$ cat config.mk
export PLATFORM = sky130hd
export DESIGN_NAME = alu_serial_responder
export DESIGN_NICKNAME = d
export VERILOG_FILES = /design/src/rtl/alu_serial_responder.sv
export SDC_FILE = /design/constraint.sdc
export NUM_CORES = 1
export LEC_CHECK = 0
export CAP_MARGIN = 30
export CELL_PAD_IN_SITES_DETAIL_PLACEMENT = 2
export CELL_PAD_IN_SITES_GLOBAL_PLACEMENT = 2
export CORE_ASPECT_RATIO = 1.1
export CORE_UTILIZATION = 35
export CTS_CLUSTER_DIAMETER = 200
export DETAILED_ROUTE_END_ITERATION = 10
export GPL_TIMING_DRIVEN = 0
export MAX_ROUTING_LAYER = met4
export PLACE_DENSITY_LB_ADDON = 0.1
export SYNTH_ARGS = -nofsm -noshare
export SYNTH_HDL_FRONTEND = slang
export SYNTH_SLANG_ARGS = --single-unit
$ cat constraint.sdc
create_clock -name clk -period 6.23 [get_ports clk]
set_clock_uncertainty 0.15 [all_clocks]
set_input_delay 1.246 -clock clk [delete_from_list [all_inputs] [get_ports clk]]
set_output_delay 1.246 -clock clk [all_outputs]
set_load 0.05 [all_outputs]
$ cat src/rtl/alu_serial_responder.sv
// -----------------------------------------------------------------------------
// alu_serial_responder
//
// Bit-serial, multi-cycle ALU acting as the responder end of an ALU request
// channel. A request {opcode, A, B} is accepted in IDLE. One result bit is then
// produced per enabled cycle, LSB first. The finished {cout, out} is offered on
// the response channel. The opcode semantics match the combinational 4-bit ALU,
// so the same checker expressions apply to the response.
//
// Handshake semantics (both channels):
//   A transfer happens on a rising clk edge where valid && ready are both high.
//   A producer that raises valid holds it, and its payload, stable until that
//   edge. req_ready is high only in IDLE while enable is high and rst_n is
//   released. rsp_valid is high exactly while the FSM is in DONE. The DONE
//   handshake completes regardless of enable.
//
// Parameters:
//   WIDTH     operand/result width in bits (>= 2)
//   CNT_W     bit counter width, derived from WIDTH (do not override)
//
// Ports:
//   clk        in   system clock, rising edge
//   rst_n      in   asynchronous active-low reset
//   enable     in   global enable; low stalls BUSY and closes req_ready
//   req_valid  in   request present
//   req_ready  out  block can accept a request
//   A, B       in   operands [WIDTH-1:0], sampled on accept only
//   opcode     in   00 add, 01 sub, 10 and, 11 pass A
//   rsp_valid  out  result present
//   rsp_ready  in   consumer takes result (ignored outside DONE)
//   out        out  result bits [WIDTH-1:0]
//   cout       out  add: carry out; sub: borrow; and/pass: 0
//   dbg_state  out  current FSM state encoding (0 IDLE, 1 BUSY, 2 DONE)
//   ovf        out  signed overflow for add/sub, valid with rsp_valid
//                   (present only when ALU_SERIAL_OVF_EN is defined)
//
// Build option:
//   ALU_SERIAL_OVF_EN  adds the ovf output and its tracking register.
// -----------------------------------------------------------------------------
module alu_serial_responder #(
  parameter int WIDTH = 4,
  parameter int CNT_W = $clog2(WIDTH)
) (
  input  logic             clk,
  input  logic             rst_n,
  input  logic             enable,
  input  logic             req_valid,
  output logic             req_ready,
  input  logic [WIDTH-1:0] A,
  input  logic [WIDTH-1:0] B,
  input  logic [1:0]       opcode,
  output logic             rsp_valid,
  input  logic             rsp_ready,
  output logic [WIDTH-1:0] out,
  output logic             cout,
  output logic [1:0]       dbg_state
`ifdef ALU_SERIAL_OVF_EN
  ,
  output logic             ovf
`endif
);

  typedef enum logic [1:0] {
    ST_IDLE = 2'd0,
    ST_BUSY = 2'd1,
    ST_DONE = 2'd2
  } state_t;

  localparam logic [1:0] OP_ADD  = 2'b00;
  localparam logic [1:0] OP_SUB  = 2'b01;
  localparam logic [1:0] OP_AND  = 2'b10;
  localparam logic [1:0] OP_PASS = 2'b11;

  localparam logic [CNT_W-1:0] LAST_BIT = CNT_W'(WIDTH - 1);
  localparam logic [CNT_W-1:0] CNT_ONE  = CNT_W'(1);

  // ---------------------------------------------------------------------------
  // State and datapath registers
  // ---------------------------------------------------------------------------
  state_t             state_q;
  state_t             state_d;

  logic [WIDTH-1:0]   a_q;
  logic [WIDTH-1:0]   b_q;
  logic [1:0]         op_q;
  logic [WIDTH-1:0]   res_q;
  logic               carry_q;
  logic [CNT_W-1:0]   cnt_q;
  logic               cout_q;

  // FSM-produced strobes
  logic               accept;     // request transfer on this edge
  logic               step;       // process one bit on this edge
  logic               last_step;  // processing the MSB on this edge

  // Single-bit slice of the datapath
  logic               bit_a;
  logic               bit_b_raw;
  logic               bit_b;      // b, inverted for subtract
  logic               bit_sum;
  logic               carry_nx;
  logic               res_bit;
  logic               is_arith;

  // ---------------------------------------------------------------------------
  // FSM: state register
  // ---------------------------------------------------------------------------
  always_ff @(posedge clk or negedge rst_n) begin
    if (!rst_n) begin
      state_q <= ST_IDLE;
    end else begin
      state_q <= state_d;
    end
  end

  // ---------------------------------------------------------------------------
  // FSM: next state and handshake outputs
  // ---------------------------------------------------------------------------
  always_comb begin
    state_d   = state_q;
    req_ready = 1'b0;
    rsp_valid = 1'b0;
    accept    = 1'b0;
    step      = 1'b0;
    last_step = 1'b0;

    case (state_q)
      ST_IDLE: begin
        // rst_n is folded in so req_ready reads 0 for the whole time reset is
        // held, not just after the first edge.
        req_ready = enable & rst_n;
        accept    = req_valid & req_ready;
        if (accept) begin
          state_d = ST_BUSY;
        end
      end

      ST_BUSY: begin
        step      = enable;
        last_step = enable && (cnt_q == LAST_BIT);
        if (last_step) begin
          state_d = ST_DONE;
        end
      end

      ST_DONE: begin
        // enable does not gate the response handshake.
        rsp_valid = 1'b1;
        if (rsp_ready) begin
          state_d = ST_IDLE;
        end
      end

      default: begin
        state_d = ST_IDLE;
      end
    endcase
  end

  // ---------------------------------------------------------------------------
  // One-bit ALU slice operating on bit[cnt_q]
  // ---------------------------------------------------------------------------
  always_comb begin
    is_arith  = (op_q == OP_ADD) || (op_q == OP_SUB);
    bit_a     = a_q[cnt_q];
    bit_b_raw = b_q[cnt_q];
    // Subtraction is a + ~b + 1. The +1 comes from carry_q preset at accept.
    bit_b     = bit_b_raw ^ (op_q == OP_SUB);
    bit_sum   = bit_a ^ bit_b ^ carry_q;
    carry_nx  = (bit_a & bit_b) | (bit_a & carry_q) | (bit_b & carry_q);

    res_bit = 1'b0;
    case (op_q)
      OP_ADD:  res_bit = bit_sum;
      OP_SUB:  res_bit = bit_sum;
      OP_AND:  res_bit = bit_a & bit_b_raw;
      OP_PASS: res_bit = bit_a;
      default: res_bit = 1'b0;
    endcase
  end

  // ---------------------------------------------------------------------------
  // Datapath registers
  // ---------------------------------------------------------------------------
  always_ff @(posedge clk or negedge rst_n) begin
    if (!rst_n) begin
      a_q     <= '0;
      b_q     <= '0;
      op_q    <= OP_ADD;
      res_q   <= '0;
      carry_q <= 1'b0;
      cnt_q   <= '0;
      cout_q  <= 1'b0;
    end else if (accept) begin
      // Operands are captured here only. Later changes on A/B/opcode are ignored.
      a_q     <= A;
      b_q     <= B;
      op_q    <= opcode;
      res_q   <= '0;
      carry_q <= (opcode == OP_SUB);
      cnt_q   <= '0;
      cout_q  <= 1'b0;
    end else if (step) begin
      res_q[cnt_q] <= res_bit;
      carry_q      <= carry_nx;
      if (last_step) begin
        // Leave the counter at 0 so it is already clean before the next accept.
        cnt_q <= '0;
        case (op_q)
          OP_ADD:  cout_q <= carry_nx;
          OP_SUB:  cout_q <= ~carry_nx;  // no final carry means a borrow
          default: cout_q <= 1'b0;
        endcase
      end else begin
        cnt_q <= cnt_q + CNT_ONE;
      end
    end
  end

`ifdef ALU_SERIAL_OVF_EN
  // Signed overflow is the carry into the MSB XOR the carry out of the MSB.
  // carry_q holds the carry into the bit being processed, so on the MSB step
  // it is the carry-in to the MSB.
  logic ovf_q;

  always_ff @(posedge clk or negedge rst_n) begin
    if (!rst_n) begin
      ovf_q <= 1'b0;
    end else if (accept) begin
      ovf_q <= 1'b0;
    end else if (last_step) begin
      ovf_q <= is_arith & (carry_q ^ carry_nx);
    end
  end

  assign ovf = ovf_q;
`endif

  // ---------------------------------------------------------------------------
  // Outputs
  // ---------------------------------------------------------------------------
  assign out       = res_q;
  assign cout      = cout_q;
  assign dbg_state = state_q;

endmodule

==> summary.md, run 1 <==
| Metric | Value |
|---|---|
| DIE WIDTH | `55.05 µm` |
| Top-count cell post-synth | `dfrtp_1` |
| Tcrit/Tclk final | `0.7393` |
| H-tree depth | `1` |
| Max VDD drop | `0.2336 mV` |
| Sequential area share after synthesis | `0.4619` |
| Cells after synthesis | `82` |
| Synth cell count leaders | `dfrtp_1 (20), mux2_4 (6)` |
| Layout cells sized above 1 | `0.2182` |
| Vias per Instance | `5.462` |
| Hold_buf cts | `0` |
| Synthesized Nets | `102` |
| Asr flop ratio synth | `1.000` |
| DPL Wire Length | `2033 µm` |
| DRC | `0` |
| # fillers | `297` |
| Tmin final | `4.606 ns` |
| Max-slew violations | `0` |
| WL per Instance | `17.56 µm` |
| Initial antenna violation count | `0` |
| Initial core utilization | `0.3798` |
| Core Util, Final | `0.4930` |
| CTS tree | `built` |
| Peak Freq | `0.2171 GHz` |
| Reg2Reg Capture Point | `out[3]$_DFFE_PN0P_` |
| GRT Util Overall | `0.1888` |
| CP max FO | `10` |
| Worst Path Required | `4.83 ns` |
| # diodes | `0` |
| Power Density | `493.7 nW/µm²` |
| Clock-pin slew on the worst setup and hold paths | `0.11 ns` |
| # Post-CTS Setup Buffers | `0` |
| Core footprint | `2853 µm²` |
| Largest net degree at the start of global routing | `13` |
| Slew margin rel. | `0.6441` |
| Non-filler instance count after layout | `143` |
| Die area | `3323 µm²` |
| Finish-stage setup viols | `0` |
| Clk Latency, worst-skew pair | `0.30 ns` |
| Grt total ovfl | `0` |
| Port bufs | `23` |
| Worst-Margin Slew | `0.5321 ns` |
| Placer Congestion | `0.7114` |
| Unique masters post-synth | `32` |
| Flops & latches, synth | `20` |
| Sum Neg Setup Slack | `0 ns` |
| Post-synth EDFFs | `0` |
| RR Startpoint | `cnt_q[0]$_DFFE_PN0P_` |
| RSZ-0062 raised after global routing | `no` |
| Min-Delay Endpoint | `b_q[3]$_DFFE_PN0P_` |
| Chip height | `60.36 µm` |
| Post-synth top area share | `0.4619` |
| Status | `complete, no violations` |
| Area leader, netlist | `dfrtp_1` |
| Syn_area_per_cell | `13.21 µm²` |
| Arrival time worst endpoint | `3.21 ns` |
| Yosys warnings | `0` |
| CTS buffer count | `3` |
| Worst Setup Start Kind | `input port` |
| Post-Syn Area | `1084 µm²` |
| Clock Sinks | `20` |
| Hold Crit Depth | `1` |
| Hold Vio Cnt, Final | `0` |
| WS Path Type | `in2out` |
| Hold wc startpoint | `b_q[3]$_DFFE_PN0P_` |
| Leak | `0.0006357 µW` |
| # nets final | `131` |
| Final ANT Viol Nets | `0` |
| Drt first pass iters | `3` |
| Vias in the first global route | `878` |
| CP endpoint kind | `primary output` |
| Total number of vias | `781` |
| Area growth from synthesis to layout | `29.79%` |
| Hold crit path type | `reg2reg` |
| Worst r2r path cells | `6` |
| Rows | `20` |
| Top FF cell, synth | `dfrtp_1` |
| Clock Path Buffers | `2` |
| Ranking of synthesized cells by area | `dfrtp_1 (46%), mux2_4 (8.3%), ha_1 (4.6%)` |
| CTS resizes | `0` |
| Max-Cap Viols | `0` |
| Reg-to-reg setup timing slack | `3.73 ns` |
| 1st-iter DRT viols | `7` |
| First-pass GRT wire length | `4174 µm` |
| CTS root buffer | `clkbuf_4` |
| # IOs | `24` |
| Final hold slack | `0.3654 ns` |
| WL final | `2511 µm` |
| Post-Place Cells | `139` |
power breakdown:
part           internal (µW)  switching [µW]
clock network           35.6            40.1
logic                    176             193
registers                190            59.5
per-stage QoR:
stage                     power, µW  worst slack, ns  instance area [µm²]
final                         694.3            1.624                 1406
after global routing          751.0            1.498                 1406
after CTS                     706.8            1.570                 1406
after detailed placement      626.2            1.564                 1370
after global placement        602.7            1.168                 1355
after floorplan               509.4            3.249                 1084
layout make-up:
| class | count | area [µm²] | area share |
|---|---|---|---|
| inverter | 5 | 20.02 | 0.01423 |
| sequential | 20 | 500.5 | 0.3559 |
| clock buffer | 4 | 36.28 | 0.02580 |
| buffer | 1 | 11.26 | 0.008007 |
| tap | 33 | 41.29 | 0.02936 |
| timing repair buffer | 24 | 245.2 | 0.1744 |
| multi-input combinational | 56 | 551.8 | 0.3923 |
how the worst max path moves through the flow:
stage	slack [ns]	end	start
2_1_floorplan	3.25	req_ready	rst_n
3_3_place_gp	1.17	req_ready	rst_n
3_5_place_dp	1.56	req_ready	rst_n
4_1_cts	1.57	req_ready	rst_n
5_1_grt	1.50	req_ready	rst_n
6_report	1.62	req_ready	rst_n
cell usage in the layout, fill, tap and decap left out:
master           count
o22ai_1              3
and4b_1              4
o211ai_1             1
clkbuf_4             3
nand2b_1             3
mux2i_1              2
clkbuf_8             1
nand2_1              3
mux2_4               6
a21boi_0             1
or3_1                1
nand4bb_4            1
nor2b_1              1
ha_1                 4
inv_1                4
mux4_2               2
a31oi_1              3
clkdlybuf4s50_1     23
buf_6                1
xnor2_1              2
dfrtp_1             20
o211ai_2             1
clkinv_2             1
nand3b_1             2
o21ai_0              1
nor3_1               2
buf_8                1
fa_1                 1
a21oi_1              2
nand3_1              1
mux2_2               4
nand2_4              1
or2_2                1
nand4b_1             1
o2111ai_1            1
a31o_2               1
logic make-up after synthesis:
group	Yosys count	synth area share
adders and majority gates	5	0.06467
and+or+nand+nor	21	0.1536
AOI/OAI and AO/OA	14	0.09008
DFF	20	0.4619
muxes	14	0.1848
buffers and inverters	6	0.02886
xor gates and xnor gates	2	0.01617
sequential cells by signal (all words and copies together), names as in the netlist:
name and flops:
dbg_state 2, cnt_q 2, carry_q 1, a_q 4, out 4, cout 1, op_q 2, b_q 4
worst max-delay path, stage by stage:
cell	delay (ns)
clkdlybuf4s50_1	0.80
nand4bb_4	0.22
clkinv_2	0.13
clkdlybuf4s50_1	0.81
metal layers:
layer | track usage | up-vias | share of wire | wire (µm)
met5 | - | - | 0 | 0
met1 | 0.2141 | 391 | 0.41 | 1037
li1 | - | 365 | - | -
met2 | 0.3219 | 21 | 0.54 | 1351
met3 | 0.02757 | 4 | 0.035 | 88
met4 | 0.08571 | 0 | 0.014 | 34
No activity file was read; power rests on OpenSTA's default activity.
==> inputs of run 2 (changes only) <==
--- a/config.mk
+++ b/config.mk
@@ -9,7 +9,7 @@
 export CELL_PAD_IN_SITES_DETAIL_PLACEMENT = 2
 export CELL_PAD_IN_SITES_GLOBAL_PLACEMENT = 2
 export CORE_ASPECT_RATIO = 1.1
-export CORE_UTILIZATION = 35
+export CORE_UTILIZATION = 29
 export CTS_CLUSTER_DIAMETER = 200
 export DETAILED_ROUTE_END_ITERATION = 10
 export GPL_TIMING_DRIVEN = 0
==> constraint.sdc (replaced) <==
create_clock -name clk -period 3.7 [get_ports clk]
set_clock_uncertainty 0.15 [all_clocks]
set_input_delay 0.74 -clock clk [delete_from_list [all_inputs] [get_ports clk]]
set_output_delay 0.74 -clock clk [all_outputs]
set_load 0.05 [all_outputs]
==> summary.md, run 2 (synthesized netlist as in run 1, its figures left out) <==
| Metric | Value |
|---|---|
| Status | `complete, no violations` |
| Grt met2 use | `0.2734 (-0.04851)` |
| Peak Freq | `0.2927 GHz` |
| Clk Latency, worst-skew pair | `0.31 ns (about the same)` |
| WL final | `2651 µm (+5.6%)` |
| Power share of the clock group | `0.150 (+0.041)` |
| Tcrit/Tclk final | `0.9235` |
| 1st-iter DRT viols | `18 (+11)` |
| Clock-pin slew on the worst setup and hold paths | `0.12 ns (about the same)` |
| Clock Path Buffers | `2 (unchanged)` |
| # IOs | `24 (unchanged)` |
| # Post-CTS Setup Buffers | `0 (unchanged)` |
| Worst-Margin Slew | `0.5983 ns (+0.06614 ns)` |
| Die area | `3985 µm² (+20%)` |
| Worst r2r path cells | `6 (unchanged)` |
| Met1 Resource Use GR | `0.1797 (-0.03435)` |
| Finish-stage setup viols | `0 (unchanged)` |
| Pwr Total | `1225 µW (+76%)` |
| Most common cell after layout, fill and taps aside | `clkdlybuf4s50_1` |
| CTS root buffer | `clkbuf_4` |
| DRC | `0 (unchanged)` |
| Vias in the first global route | `864 (-1.6%)` |
| Sw Share | `0.4079 (-0.01332)` |
| Worst Setup Start Kind | `input port` |
| Worst slack, placed | `-0.007831 ns (-1.572 ns)` |
| Slew margin rel. | `0.6011 (-0.04298)` |
| Top Usage Layer GRT | `met2` |
| # diodes | `0 (unchanged)` |
| RSZ-0062 raised after global routing | `no` |
| Rows | `22 (+10%)` |
| Hold Vio Cnt, Final | `0 (unchanged)` |
| Reg-to-reg setup timing slack | `1.23 ns (-2.50 ns)` |
| Drt first pass iters | `3 (unchanged)` |
| Switching power | `499.5 µW (+71%)` |
| Sum Neg Setup Slack | `0 ns (unchanged)` |
| # fillers | `355 (+20%)` |
| RR Startpoint | `cnt_q[0]$_DFFE_PN0P_` |
| Max-Cap Viols | `0 (unchanged)` |
| H-tree depth | `1 (unchanged)` |
| Reg2Reg Capture Point | `out[3]$_DFFE_PN0P_` |
| Max-slew violations | `0 (unchanged)` |
| Layout cells sized above 1 | `0.2182 (unchanged)` |
| M3 GR Usage | `0.01761 (-0.009956)` |
| Area after DPL | `1389 µm² (+1.4%)` |
| DPL Wire Length | `2141 µm (+5.3%)` |
| Core Util, Final | `0.4185 (-0.07444)` |
| Chip height | `66.11 µm (+9.5%)` |
| Final worst slack | `0.2830 ns (-1.341 ns)` |
| Hold crit path type | `in2async` |
| Part of the power in registers | `0.345 (-0.015)` |
| Initial core utilization | `0.3149 (-0.06492)` |
| Register Area | `500.5 µm² (unchanged)` |
| Largest net degree at the start of global routing | `13 (unchanged)` |
| Hold_buf cts | `0 (unchanged)` |
| WL per Instance | `16.78 µm (-4.4%)` |
| Vias per Instance | `5.038 (-7.8%)` |
| First-pass GRT wire length | `4250 µm (+1.8%)` |
| Clock Sinks | `20 (unchanged)` |
| Total number of vias | `796 (+1.9%)` |
| Port bufs | `23 (unchanged)` |
| Power Density | `850.3 nW/µm² (+72%)` |
| CP endpoint kind | `primary output` |
| GRT Util Overall | `0.1579 (-0.03091)` |
| Logic pwr share | `0.506 (-0.025)` |
| Int Pwr | `725.0 µW (+80%)` |
| Post-route cell area | `1440 µm² (+2.4%)` |
| Core footprint | `3441 µm² (+21%)` |
| CP max FO | `8 (-2)` |
| Area of the multi-input gates | `551.8 µm² (unchanged)` |
| Leak | `0.0006440 µW (+1.3%)` |
| Final ANT Viol Nets | `0 (unchanged)` |
| Placer Congestion | `0.7233 (+1.7%)` |
| Initial antenna violation count | `0 (unchanged)` |
| Most frequent cells in the layout | `clkdlybuf4s50_1 (22), dfrtp_1 (20), mux2_4 (6)` |
| Max VDD drop | `0.2749 mV (+18%)` |
| Arrival time worst endpoint | `2.53 ns (-0.68 ns)` |
| CTS buffer count | `3 (unchanged)` |
| DIE WIDTH | `60.28 µm (+9.5%)` |
| CTS resizes | `1 (+1)` |
| Area growth from synthesis to layout | `32.91%` |
| # nets final | `131 (unchanged)` |
| CTS tree | `built` |
| Grt total ovfl | `0 (unchanged)` |
| Worst Path Required | `2.81 ns (-2.02 ns)` |
| WS Path Type | `in2out` |
| Tmin final | `3.417 ns` |
run 2: cell count changes in the layout (fill, tap and decap cells not counted), sizes merged:
cell           previous run  this run
bufinv                    0         1
clkbuf                    4         3
clkdlybuf4s50            23        22
dlygate4sd2               0         1
run 2: worst max path at each step:
stage | to | slack (ns) | startpoint | cells past startpoint
6_report | req_ready | 0.28 | enable | 4
3_3_place_gp | req_ready | -0.36 | rst_n | 4
2_1_floorplan | out[3]$_DFFE_PN0P_ | 1.42 | cnt_q[0]$_DFFE_PN0P_ | 6
3_5_place_dp | req_ready | -0.008 | rst_n | 4
5_1_grt | req_ready | 0.17 | rst_n | 4
4_1_cts | req_ready | 0.26 | rst_n | 4
run 2: layout make-up:
type / instances / area share
well taps: 48 / 0.04170
multi-input cells: 56 / 0.3831
inverters: 5 / 0.01390
flip-flops and latches: 20 / 0.3475
clock buffers: 3 / 0.01564
clock inverters: 1 / 0.02085
plain buffers: 1 / 0.007819
repair buffers: 24 / 0.1694
run 2: power by group through the flow:
stage / logic [µW] / clock network (µW) / registers, µW
after floorplan: 353 / 0 / 504
after global placement: 598 / 0 / 420
after detailed placement: 630 / 0 / 431
after CTS: 632 / 190 / 425
after global routing: 671 / 199 / 439
final: 619 / 183 / 422
run 2: critical path, cell delays in order:
cell and delay, ns:
clkdlybuf4s50_1 0.64, nand4bb_4 0.21, clkinv_2 0.13, clkdlybuf4s50_1 0.81
run 2: metrics by stage:
| step | hold WS [ns] | std cells |
|---|---|---|
| finish | 0.3720 | 158 |
| CTS | 0.3783 | 158 |
| floorplan | 0.2944 | 82 |
| detailed placement | 0.3474 | 154 |
| global placement | 0.3399 | 153 |
| global route | 0.3924 | 158 |
run 2: per-layer routing:
layer | vias to the layer above | share of wire
met2 | 20 | 0.54
met1 | 405 | 0.41
met3 | 5 | 0.034
met4 | 0 | 0.019
met5 | - | 0
li1 | 366 | -
